`src/rtl/wr_demux4_32x.sv`:
```
// One-to-four write steering with a single-entry valid/ready holding register per lane.
// Define WR_DEMUX_PARITY_EN to add out_par: per-lane parity of the held word.
module wr_demux4_32x #(
  parameter int unsigned WIDTH = 32,
  parameter int unsigned CNT_W = 8
) (
  input  logic             clk,
  input  logic             reset,
  input  logic             in_valid,
  input  logic [1:0]       in_sel,
  input  logic [WIDTH-1:0] in_data,
  output logic             in_ready,
  output logic [WIDTH-1:0] out_data0,
  output logic [WIDTH-1:0] out_data1,
  output logic [WIDTH-1:0] out_data2,
  output logic [WIDTH-1:0] out_data3,
  output logic [3:0]       out_valid,
  input  logic [3:0]       out_ready,
  output logic [CNT_W-1:0] cnt0,
  output logic [CNT_W-1:0] cnt1,
  output logic [CNT_W-1:0] cnt2,
  output logic [CNT_W-1:0] cnt3
`ifdef WR_DEMUX_PARITY_EN
  ,
  output logic [3:0]       out_par
`endif
);

  localparam int unsigned LANES = 4;

  logic [WIDTH-1:0] r_data [LANES];
  logic [CNT_W-1:0] r_cnt  [LANES];
  logic [3:0]       r_valid;
  logic [3:0]       w_load;
  logic [3:0]       w_drain;
  logic             w_ready;

  // A lane can take a word when empty or when its current word leaves this cycle.
  always_comb begin
    w_ready         = ~r_valid[in_sel] | out_ready[in_sel];
    w_load          = 4'b0000;
    w_load[in_sel]  = in_valid & w_ready;
    w_drain         = r_valid & out_ready;
  end

  always_ff @(posedge clk) begin
    if (reset) begin
      r_valid <= 4'b0000;
      for (int k = 0; k < LANES; k++) begin
        r_data[k] <= '0;
        r_cnt[k]  <= '0;
      end
    end else begin
      for (int k = 0; k < LANES; k++) begin
        if (w_load[k]) begin
          r_data[k]  <= in_data;
          r_valid[k] <= 1'b1;
          r_cnt[k]   <= r_cnt[k] + CNT_W'(1);
        end else if (w_drain[k]) begin
          r_valid[k] <= 1'b0;
        end
      end
    end
  end

`ifdef WR_DEMUX_PARITY_EN
  logic [3:0] r_par;

  // Parity is captured alongside the word so it stays aligned with out_data.
  always_ff @(posedge clk) begin
    if (reset) begin
      r_par <= 4'b0000;
    end else begin
      for (int k = 0; k < LANES; k++) begin
        if (w_load[k]) begin
          r_par[k] <= ^in_data;
        end
      end
    end
  end

  assign out_par = r_par;
`endif

  assign in_ready  = w_ready;
  assign out_valid = r_valid;
  assign out_data0 = r_data[0];
  assign out_data1 = r_data[1];
  assign out_data2 = r_data[2];
  assign out_data3 = r_data[3];
  assign cnt0      = r_cnt[0];
  assign cnt1      = r_cnt[1];
  assign cnt2      = r_cnt[2];
  assign cnt3      = r_cnt[3];

endmodule

```
`config.mk`:
```
export PLATFORM = sky130hd
export DESIGN_NAME = wr_demux4_32x
export DESIGN_NICKNAME = d
export VERILOG_FILES = /design/src/rtl/wr_demux4_32x.sv
export SDC_FILE = /design/constraint.sdc
export NUM_CORES = 1
export LEC_CHECK = 0
export BUFFER_PORTS_ARGS = -buffer_cell sky130_fd_sc_hd__buf_2
export CAP_MARGIN = 40
export CORE_ASPECT_RATIO = 1.25
export CORE_UTILIZATION = 41
export DETAILED_ROUTE_END_ITERATION = 16
export PLACE_DENSITY = 0.66
export SYNTH_ARGS = -nofsm -noshare
export SYNTH_HDL_FRONTEND = slang
export SYNTH_SLANG_ARGS = --single-unit
```
`constraint.sdc`:
```
create_clock -name clk -period 2.3 [get_ports clk]
set_input_delay 0.345 -clock clk [delete_from_list [all_inputs] [get_ports clk]]
set_output_delay 0.345 -clock clk [all_outputs]
set_load 0.005 [all_outputs]
```
Word level (Yosys, flattened, before mapping)
Memory sizes are Yosys's and may differ from the RTL's.
Index checks and enable logic that the tools add are counted.
- bits in writable memories: 160
- flip-flop bits (word level): 4
- logic and storage cells: 66
- bits of input ports: 41
- memories: 2
- output and inout port bits: 165
- $add $sub $neg: 4
- reductions and logical operators: 5
- muxes and demuxes: 36
- order comparisons: 2
- bitwise logic cells: 13
- memory list (name ; words ; bits a word ; rd ports ; clocked after memory_dff ; wr ports ; line ; text):
    r_data ; 4 ; 32 ; 4 ; 0 ; 4 ; 31 ; logic [WIDTH-1:0] r_data [LANES];
    r_cnt ; 4 ; 8 ; 4 ; 0 ; 4 ; 32 ; logic [CNT_W-1:0] r_cnt [LANES];
- operators by type and width (kind ; count):
    $mux W32 ; 4
    $add A8 B1 Y8 const B ; 4
    $mux W8 ; 4
    $mux W1 ; 25
    $or A1 B1 Y1 ; 9
    $and A4 B4 Y4 ; 2
    $reduce_bool A2 Y1 ; 4
    $bmux W1 S2 ; 2
    $lt A2 B3 Y1 const B ; 1
    $demux W1 S2 ; 1
    $ge A2 B1 Y1 const B ; 1
    $and A1 B1 Y1 ; 1
    $logic_and A1 B1 Y1 ; 1
    $not A1 Y1 ; 1

Logic depth before layout (Yosys ltp)
Gate-level depths: netlist of run 1.
- word-level depth: 10
- mapped depth: 5
- depth with buffers taken out: 4

Worst setup path after synthesis of run 1
Ideal clock, no wire load.
- path kind: input to register
- from: input port out_ready[2]
- to: memory r_cnt[2][0], enable pin
- data arrival time: 1.503 ns
- stages on the path: 2
- library setup time: 0.399 ns
- data required time: 1.901 ns
- slack: 0.398 ns
- path buffers: 0
- path through: nand2b_1 a41o_1
- RTL lines (item ; line ; text):
    start, declared ; 18 ; input logic [3:0] out_ready,
    end, declared ; 32 ;

Worst setup path after layout of run 1
- from: register r_valid[2] (netlist: out_valid[2])
- to: output port in_ready
- cells in the longest elaborated chain, start to end: 4
- ends and longest elaborated chain (item ; line ; text):
    start, declared ; 33 ; logic [3:0] r_valid;
    start signal, assigned ; 48 ; r_valid <= 4'b0000;
    start signal, assigned by index ; 57 ; r_valid[k] <= 1'b1;
    start signal, assigned by index ; 60 ; r_valid[k] <= 1'b0;
    $bmux W1 S2 ; 40 ; w_ready = ~r_valid[in_sel] | out_ready[in_sel];
    $mux W1 (implied by the code) ; 40 ;
    $not A1 Y1 ; 40 ;
    $or A1 B1 Y1 ; 40 ;
    end, declared ; 12 ; output logic in_ready,
No other way between the ends. The select of a mux whose other input is x is not followed.

==> results.sh, run 1 <==
export IMPL_fillers=1311
export IMPL_pwr_share_comb=0.065
export IMPL_clock_sinks=164
export IMPL_drc=0
export IMPL_fin_ws_ps=410
export IMPL_cts_hold_buf=0
export IMPL_numCtsBuffers=17
export IMPL_nNetsFinal=692
export IMPL_die_width_um=115
export IMPL_die_area_um2=16600
export IMPL_rows=51
export IMPL_ff2ff_path_depth=3
export IMPL_hold_violations=0
export IMPL_dp_hpwl_mm=10.4
export IMPL_avgSynthCellArea_um2=15.3
export IMPL_power_density_nw_per_um2=787
export IMPL_viasPerCell=4.90
export IMPL_syn_to_final_growth_pct=28.3
export IMPL_dpl_instance_area_um2=7890
export IMPL_finalCritPeriodShare=0.822
export IMPL_slew_viol_final=0
export IMPL_syn_nets=476
export IMPL_fin_area_um2=8450
export IMPL_post_cts_resized=0
export IMPL_setup_viol=0
export IMPL_fmax_ghz=0.529
export IMPL_drt_iter0_markers=262
export IMPL_clock_skew_ps=10.4
export IMPL_cts_max_path_buffers=2
export IMPL_rsz0062_at_grt="false"
export IMPL_power_frac_clock=0.410
export IMPL_layout_drive_gt1_share=0.386
export IMPL_synth_seq_cells=164
export IMPL_grt_pass1_wl_mm=23.5
export IMPL_crit_path_max_fanout=5
export IMPL_grt_pass1_vias=4303
export IMPL_antenna_found_initial=1
export IMPL_num_vias=4282
export IMPL_power_internal_w=0.00519
export IMPL_p_sw_w=0.00146
export IMPL_switching_share=0.219
export IMPL_synthesis_area_um2=6590
export IMPL_drt_total_wl_mm=15.6
export IMPL_synthDistinctLibCells=28
export IMPL_ys_seq_area_frac=0.742
export IMPL_yosysWarningCount=0
export IMPL_grt_use_total=0.195
export IMPL_status="finished, final reports clean"
export IMPL_ios=206
export IMPL_cp_required_ps=1960
export IMPL_hp_class="input port to flip-flop"
export IMPL_wl_per_cell_um=17.8
export IMPL_cpLargestDelayFamily="multiplexers"
export IMPL_slowest_stage="mux4_2"
export IMPL_tightest_slew_ps=633
export IMPL_pre_cts_slack_ps=438
export IMPL_cp_start_kind="flip-flop"
export IMPL_max_slew_margin=0.578
export IMPL_path_cells="nand2b_1 > mux4_2 > buf_2"
export IMPL_p_leak_nw=3.62
export IMPL_whs_path_depth=2
export IMPL_core_area_um2=15600
export IMPL_worst_path_buf_inv=1
export IMPL_synthCells=431
export IMPL_drt_pass1_iter_count=6
export IMPL_io_buffers=205
export IMPL_final_cells=873
export IMPL_place_congestion=0.770
export IMPL_die_h_um=144
export IMPL_peakVddDrop_v=0.000408
export IMPL_min_period_ps=1890
export IMPL_grt_overflow=0
export IMPL_cp_arrival_ps=1540
export IMPL_critical_path_max_stage_delay_ps=500
export IMPL_clk_latency_ps=420
export IMPL_setup_tns_ps=0
export IMPL_cts_root_buf="clkbuf_16"
export IMPL_maxCapViolCount=0
export IMPL_cts_tree="yes"
export IMPL_grt_max_degree=41
export IMPL_h_tree_depth=4
export IMPL_path_class="flip-flop to output port"
export IMPL_ant_nets=0
export IMPL_clk_pin_slew_ps=60
export IMPL_sequentialPowerShare=0.525
export IMPL_critical_path_cell_count=3
export IMPL_placed_cells=840
export IMPL_end_kind="output port"
export IMPL_start_util=0.421
export IMPL_cts_setup_buffers=0
cells in the final DEF, fill, tap and decap left out, types with 3 or more instances in the layout:
cell and instances:
nand3_1 16, edfxtp_1 160, inv_1 3, ha_1 4, clkinv_1 3, and2_1 132, xor2_1 8, o21ai_0 16
nand2b_1 4, a21oi_2 3, or3_1 13, buf_12 4, nand4_1 4, buf_2 205, buf_4 3, xnor2_1 4
clkbuf_16 17, a41o_2 4, nand2_1 6, a21oi_1 9, clkinv_2 4, dfxtp_1 4, nor2_1 16
final timing paths:
kind                                                start                          end  slack [ps]
worst max-delay path            out_valid[2]$_SDFFE_PP0P_                     in_ready         410
worst min-delay path                          in_data[19]  r_data[1][19]$_SDFFCE_PN0P_         230
worst min register to register  out_valid[1]$_SDFFE_PP0P_    out_valid[1]$_SDFFE_PP0P_         580
worst max register to register  out_valid[0]$_SDFFE_PP0P_   r_data[0][4]$_SDFFCE_PN0P_         730
cells by family after synthesis:
logic type,synth area share
AO/OA/AOI/OAI,0.0291
XOR/XNOR,0.0160
adder cells (fa/ha/maj),0.00760
buffers and inverters,0.0194
flip-flops,0.742
multiplexers,0.00342
AND/OR/NAND/NOR,0.183
routing by layer:
layer  vias up  wire, µm  global-route usage
met5         -         0                   0
met4         0       297              0.0800
met3        21      1150              0.0628
met2       164      8200               0.343
met1      2111      5920               0.216
li1       1986         -                   -
Yosys cell counts:
cell / instances / area, µm²
edfxtp_1: 160 / 4800
and2_1: 132 / 826
nand3_1: 16 / 80.1
nor2_1: 16 / 60.1
o21ai_0: 16 / 80.1
or3_1: 13 / 81.3
a21oi_1: 9 / 45.0
xor2_1: 8 / 70.1
buf_6: 6 / 67.6
clkbuf_2: 6 / 30.0
nand2_1: 6 / 22.5
a41o_1: 4 / 40.0
dfxtp_1: 4 / 80.1
ha_1: 4 / 50.1
nand2b_1: 4 / 25.0
nand4_1: 4 / 25.0
xnor2_1: 4 / 35.0
a21oi_2: 3 / 26.3
buf_2: 3 / 15.0
inv_1: 3 / 11.3
and3_2: 2 / 15.0
nor3b_2: 2 / 25.0
inv_2: 1 / 3.75
mux4_2: 1 / 22.5
nand3b_4: 1 / 20.0
nor2b_1: 1 / 6.26
nor3_2: 1 / 10.0
or3b_1: 1 / 8.76
power groups by stage:
| stage | Combinational, W | Clock, W | Sequential [W] |
|---|---|---|---|
| after global placement | 0.000424 | 0 | 0.00355 |
| after CTS | 0.000440 | 0.00277 | 0.00349 |
| final | 0.000431 | 0.00273 | 0.00349 |
| after detailed placement | 0.000438 | 0 | 0.00356 |
| after floorplan | 0.000139 | 0 | 0.00357 |
| after global routing | 0.000474 | 0.00289 | 0.00351 |
flip-flops by register name (all words and copies together) (netlist names):
signal     count
out_valid      4
r_cnt         32
r_data       128
through the flow:
step	hold slack (ps)	utilization	power, W
after CTS	212	0.540	0.00670
after global placement	540	0.504	0.00398
after floorplan	515	-	0.00371
after detailed placement	556	0.504	0.00399
final	232	0.541	0.00665
after global routing	218	0.540	0.00687
layout make-up:
class / count / area, µm² / share of cell area
tap: 212 / 265 / 0.0314
timing repair buffer: 212 / 1130 / 0.134
antenna: 1 / 2.50 / 0.000296
inverter: 4 / 15.0 / 0.00178
clock inverter: 14 / 134 / 0.0158
multi-input combinational: 248 / 1590 / 0.188
sequential: 164 / 4880 / 0.578
clock buffer: 18 / 429 / 0.0508
worst reg2reg max path: stages (launching register included):
cell and delay (ps):
dfxtp_1 310, nand2b_1 160, a41o_2 530, buf_4 280
Power figures use the tool's default switching activity.
==> run 2: changes to the inputs <==
- ABC_AREA: not set -> 1
- clock period: 2.3 -> 1.9 ns (I/O delays scaled with it)
==> run 2 against run 1 <==
Net effect: routed wire length shrank 3.9%; cell count grew 6.6%; final area up 0.92%; clock power up 19%; critical path type unchanged; largest cell class unchanged.
==> results.sh, run 2 <==
export IMPL_synthesis_area_um2=6580
export IMPL_clk_pin_slew_ps=60
export IMPL_final_cell_mix="205 x buf_2, 160 x edfxtp_1, 146 x nor2_1"
export IMPL_wl_per_cell_um=16.1
export IMPL_synth_compound_area_share=0
export IMPL_start_util=0.421
export IMPL_max_slew_margin=0.748
export IMPL_yosysWarningCount=0
export IMPL_synthDistinctLibCells=19
export IMPL_place_congestion=0.775
export IMPL_synth_xor_area_frac=0.0320
export IMPL_largest_register_ffs=128
export IMPL_ant_nets=0
export IMPL_rsz0062_at_grt="false"
export IMPL_viasPerCell=4.62
export IMPL_avgSynthCellArea_um2=13.6
export IMPL_final_util=0.545
export IMPL_drt_pass1_iter_count=5
export IMPL_netlist_area_leader_share=0.730
export IMPL_synthAdderAreaFrac=0.00761
export IMPL_clock_sinks=164
export IMPL_antenna_found_initial=2
export IMPL_tightest_slew_ps=377
export IMPL_dp_hpwl_mm=10.9
export IMPL_cts_tree="yes"
export IMPL_drc=0
export IMPL_drt_total_wl_mm=15.0
export IMPL_ys_flop_type="edfxtp_1"
export IMPL_hold_ws_ps=156
export IMPL_synth_mux_area_frac=0
export IMPL_ios=206
export IMPL_p_leak_nw=3.87
export IMPL_cp_arrival_ps=1340
export IMPL_h_tree_depth=4
export IMPL_syn_nets=528
export IMPL_largest_register="r_data"
export IMPL_die_area_um2=16600
export IMPL_clk_latency_ps=410
export IMPL_synthTopCellsByCount="160 x edfxtp_1, 146 x nor2_1, 42 x inv_1"
export IMPL_yosys_area_share_simple=0.162
export IMPL_cts_root_buf="clkbuf_16"
export IMPL_fin_ws_ps=279
export IMPL_final_common_cell="buf_2"
export IMPL_synth_seq_cells=164
export IMPL_cts_hold_buf=0
export IMPL_synth_top_area_cell="edfxtp_1"
export IMPL_placed_cells=899
export IMPL_end_kind="output port"
export IMPL_synth_top_family_by_area="simple AND/OR/NAND/NOR gates"
export IMPL_fin_area_um2=8530
export IMPL_drt_iter0_markers=319
export IMPL_r2r_slack_ps=390
export IMPL_min_period_ps=1620
export IMPL_dpl_instance_area_um2=7960
export IMPL_power_density_nw_per_um2=949
export IMPL_post_cts_resized=0
export IMPL_cp_start_kind="flip-flop"
export IMPL_layout_drive_gt1_share=0.404
export IMPL_crit_path_max_fanout=9
export IMPL_cts_max_path_buffers=2
export IMPL_finalCritPeriodShare=0.853
export IMPL_cp_required_ps=1620
export IMPL_status="finished, final reports clean"
export IMPL_io_buffers=205
export IMPL_synth_area_top_cells="edfxtp_1 73%, nor2_1 8.3%, buf_6 2.9%"
export IMPL_setup_viol=0
export IMPL_hp_class="input port to flip-flop"
export IMPL_syn_to_final_growth_pct=29.6
export IMPL_grt_overflow=0
export IMPL_nNetsFinal=751
export IMPL_num_vias=4300
export IMPL_hold_violations=0
export IMPL_ys_seq_area_frac=0.742
export IMPL_grt_pass1_vias=4160
export IMPL_maxCapViolCount=0
export IMPL_grt_use_total=0.183
export IMPL_numCtsBuffers=17
export IMPL_core_area_um2=15600
export IMPL_pre_cts_slack_ps=152
export IMPL_die_width_um=115
export IMPL_synth_most_common_cell="edfxtp_1"
export IMPL_path_class="flip-flop to output port"
export IMPL_grt_pass1_wl_mm=22.1
export IMPL_slew_viol_final=0
export IMPL_grt_max_degree=28
export IMPL_clock_skew_ps=8.82
export IMPL_fmax_ghz=0.617
export IMPL_cts_setup_buffers=0
export IMPL_synthCells=483
export IMPL_synth_edff_count=160
export IMPL_peakVddDrop_v=0.000611
export IMPL_die_h_um=144
export IMPL_rows=51
export IMPL_final_cells=931
export IMPL_synth_async_reset_ratio=0
run 2: worst max-delay path: stages, from the launching register on:
cell,delay (ps)
dfxtp_1,370
nand2_1,70
nand2_1,50
nand2_1,60
nand2_2,120
nand2_8,100
buf_2,160
run 2: cell type report:
| type | count | area (µm²) |
|---|---|---|
| clock inverters | 13 | 135 |
| inverters | 44 | 165 |
| diodes | 1 | 2.50 |
| fillers | 1349 | 7110 |
| well taps | 212 | 265 |
| repair buffers | 223 | 1310 |
| flip-flops and latches | 164 | 4880 |
| clock buffers | 18 | 429 |
| multi-input cells | 256 | 1340 |
run 2: final timing paths:
kind	from	to	depth (start not counted)
hold reg to reg	out_valid[0]$_SDFFE_PP0P_	out_valid[0]$_SDFFE_PP0P_	2
setup / recovery	out_valid[2]$_SDFFE_PP0P_	in_ready	6
hold / removal	out_ready[1]	out_valid[1]$_SDFFE_PP0P_	3
setup reg to reg	out_valid[2]$_SDFFE_PP0P_	r_data[1][17]$_SDFFCE_PN0P_	8
run 2: logic make-up (layout without fill, tap and decap cells):
group / Yosys count / count (layout)
buf+inv: 63 / 298
other cells: 0 / 1
fa+ha+maj: 4 / 4
flops: 164 / 164
xor+xnor: 24 / 24
simple gates: 228 / 228
run 2: report_power, final:
part           switching (W)  internal [W]
combinational       0.000362      0.000245
sequential         0.0000779       0.00415
clock                0.00133       0.00192
total                0.00177       0.00632
run 2: layer usage:
| metal | routed length [µm] | global-route usage |
|---|---|---|
| met5 | 0 | 0 |
| met4 | 369 | 0.0718 |
| met1 | 5910 | 0.209 |
| met3 | 1020 | 0.0569 |
| met2 | 7660 | 0.317 |
run 2: metrics by stage:
stage / setup TNS, ps / total power [W]
floorplan: -23110 / 0.00457
global placement: 0 / 0.00491
detailed placement: 0 / 0.00493
CTS: 0 / 0.00817
global route: 0 / 0.00835
finish: 0 / 0.00809
==> run 3: changes to the inputs <==
- PLACE_DENSITY: 0.66 -> 0.65
==> run 3 against run 2 <==
Net effect: first-iteration DRC count is 37% lower; sequential share of layout area is 0.28 points lower; sequential power hardly changed; count of clock-buffer cells in the layout stayed put; non-clock buffer count is 1 lower; power is 2.1% higher; critical endpoint unchanged; largest power group unchanged.
==> results.sh, run 3 (synthesis gave the netlist of run 2 again) <==
export IMPL_status="finished, final reports clean"
export IMPL_die_width_um=115
export IMPL_drt_total_wl_mm=14.8
export IMPL_grt_max_degree=30
export IMPL_final_common_cell="buf_2"
export IMPL_cts_root_buf="clkbuf_16"
export IMPL_rows=51
export IMPL_post_cts_resized=0
export IMPL_syn_to_final_growth_pct=30.3
export IMPL_switching_share=0.228
export IMPL_fin_ws_ps=259
export IMPL_power_density_nw_per_um2=964
export IMPL_final_util=0.548
export IMPL_pre_cts_slack_ps=146
export IMPL_holdPathEnd="out_valid[0]$_SDFFE_PP0P_"
export IMPL_drt_pass1_iter_count=5
export IMPL_clk_pin_slew_ps=70
export IMPL_final_cell_mix="205 x buf_2, 160 x edfxtp_1, 146 x nor2_1"
export IMPL_path_cells="nand2_1 > nand2_1 > nand2_1 > nand2_2 > nand2_8 > buf_2"
export IMPL_power_frac_clock=0.415
export IMPL_peakVddDrop_v=0.000531
export IMPL_largest_register_ffs=128
export IMPL_p_leak_nw=3.90
export IMPL_whs_path_depth=3
export IMPL_rsz0062_at_grt="false"
export IMPL_slew_viol_final=0
export IMPL_largest_register="r_data"
export IMPL_ant_nets=0
export IMPL_place_congestion=0.796
export IMPL_hp_start="out_ready[0]"
export IMPL_finalCritPeriodShare=0.864
export IMPL_clk_latency_ps=420
export IMPL_power_internal_w=0.00638
export IMPL_r2r_end="r_data[3][17]$_SDFFCE_PN0P_"
export IMPL_slowest_stage="dfxtp_1"
export IMPL_ios=206
export IMPL_nNetsFinal=750
export IMPL_cp_start_kind="flip-flop"
export IMPL_crit_path_max_fanout=9
export IMPL_min_period_ps=1640
export IMPL_grt_pass1_wl_mm=22.5
export IMPL_clock_sinks=164
export IMPL_cp_arrival_ps=1360
export IMPL_crit_top_cell="nand2_1"
export IMPL_numCtsBuffers=17
export IMPL_cp_required_ps=1620
export IMPL_drc=0
export IMPL_sequentialPowerShare=0.512
export IMPL_clock_skew_ps=9.30
export IMPL_worst_path_buf_inv=1
export IMPL_grt_use_total=0.186
export IMPL_num_vias=4286
export IMPL_fmax_ghz=0.610
export IMPL_placed_cells=898
export IMPL_grt_pass1_vias=4305
export IMPL_seqCellArea_um2=4880
export IMPL_hp_class="input port to flip-flop"
export IMPL_antenna_found_initial=1
export IMPL_maxCapViolCount=0
export IMPL_drt_iter0_markers=202
export IMPL_tightest_slew_ps=278
export IMPL_h_tree_depth=4
export IMPL_critical_path_max_stage_delay_ps=370
export IMPL_cts_hold_buf=0
export IMPL_layout_drive_gt1_share=0.405
export IMPL_r2r_slack_ps=350
export IMPL_cts_max_path_buffers=2
export IMPL_core_area_um2=15600
export IMPL_path_class="flip-flop to output port"
export IMPL_ff2ff_path_depth=8
export IMPL_die_h_um=144
export IMPL_io_buffers=205
export IMPL_p_sw_w=0.00188
export IMPL_cts_setup_buffers=0
export IMPL_die_area_um2=16600
export IMPL_pwr_share_comb=0.074
export IMPL_cpLargestDelayFamily="simple AND/OR/NAND/NOR gates"
export IMPL_start_util=0.421
export IMPL_wl_per_cell_um=15.9
export IMPL_fillers=1344
export IMPL_cts_tree="yes"
export IMPL_dp_hpwl_mm=10.6
export IMPL_max_slew_margin=0.814
export IMPL_multi_input_area_um2=1340
export IMPL_final_cells=931
export IMPL_setup_viol=0
export IMPL_grt_overflow=0
export IMPL_r2r_start="out_valid[3]$_SDFFE_PP0P_"
export IMPL_hold_violations=0
export IMPL_end_kind="output port"
export IMPL_viasPerCell=4.60
-- run 3: area by class of cell --
| type | count | area share |
|---|---|---|
| Sequential cell | 164 | 0.570 |
| Multi-Input combinational cell | 256 | 0.156 |
| Timing Repair Buffer | 222 | 0.154 |
| Clock buffer | 18 | 0.0501 |
| Tap cell | 212 | 0.0309 |
| Clock inverter | 14 | 0.0201 |
| Inverter | 44 | 0.0193 |
| Antenna cell | 1 | 0.000292 |
-- run 3: worst max-delay path by stage --
stage	from	slack (ps)	cells past startpoint	to
2_1_floorplan	in_sel[0]	-290	8	r_cnt[0][0]$_SDFFCE_PN0P_
3_3_place_gp	in_sel[0]	180	10	r_data[3][17]$_SDFFCE_PN0P_
3_5_place_dp	in_sel[0]	150	10	r_data[3][15]$_SDFFCE_PN0P_
4_1_cts	out_valid[3]$_SDFFE_PP0P_	250	6	in_ready
5_1_grt	out_valid[3]$_SDFFE_PP0P_	180	6	in_ready
6_report	out_valid[3]$_SDFFE_PP0P_	260	6	in_ready
-- run 3: stage by stage --
step                setup TNS (ps)  cell area (µm²)  total power [W]  hold WS, ps
detailed placement               0             7970          0.00493          482
floorplan                   -23110             6580          0.00457          457
global placement                 0             7970          0.00491          487
CTS                              0             8570          0.00835          124
finish                           0             8570          0.00826          140
global route                     0             8570          0.00856          138
-- run 3: layer usage --
| metal | track usage | routed length, µm | up-vias |
|---|---|---|---|
| li1 | - | - | 2049 |
| met1 | 0.207 | 5680 | 2053 |
| met2 | 0.326 | 7890 | 155 |
| met3 | 0.0536 | 883 | 29 |
| met4 | 0.0868 | 382 | 0 |
| met5 | 0 | 0 | - |
-- run 3: power groups by stage --
stage,sequential [W],combinational [W],clock (W)
detailed placement,0.00431,0.000619,0
global route,0.00425,0.000675,0.00364
finish,0.00423,0.000609,0.00343
CTS,0.00423,0.000623,0.00349
floorplan,0.00433,0.000249,0
global placement,0.00430,0.000607,0
-- run 3: worst min-delay path: cells and delay by family --
kind / cells / cell delay [ps]
buffers and inverters: 1 / 90
and+or+nand+nor: 2 / 150
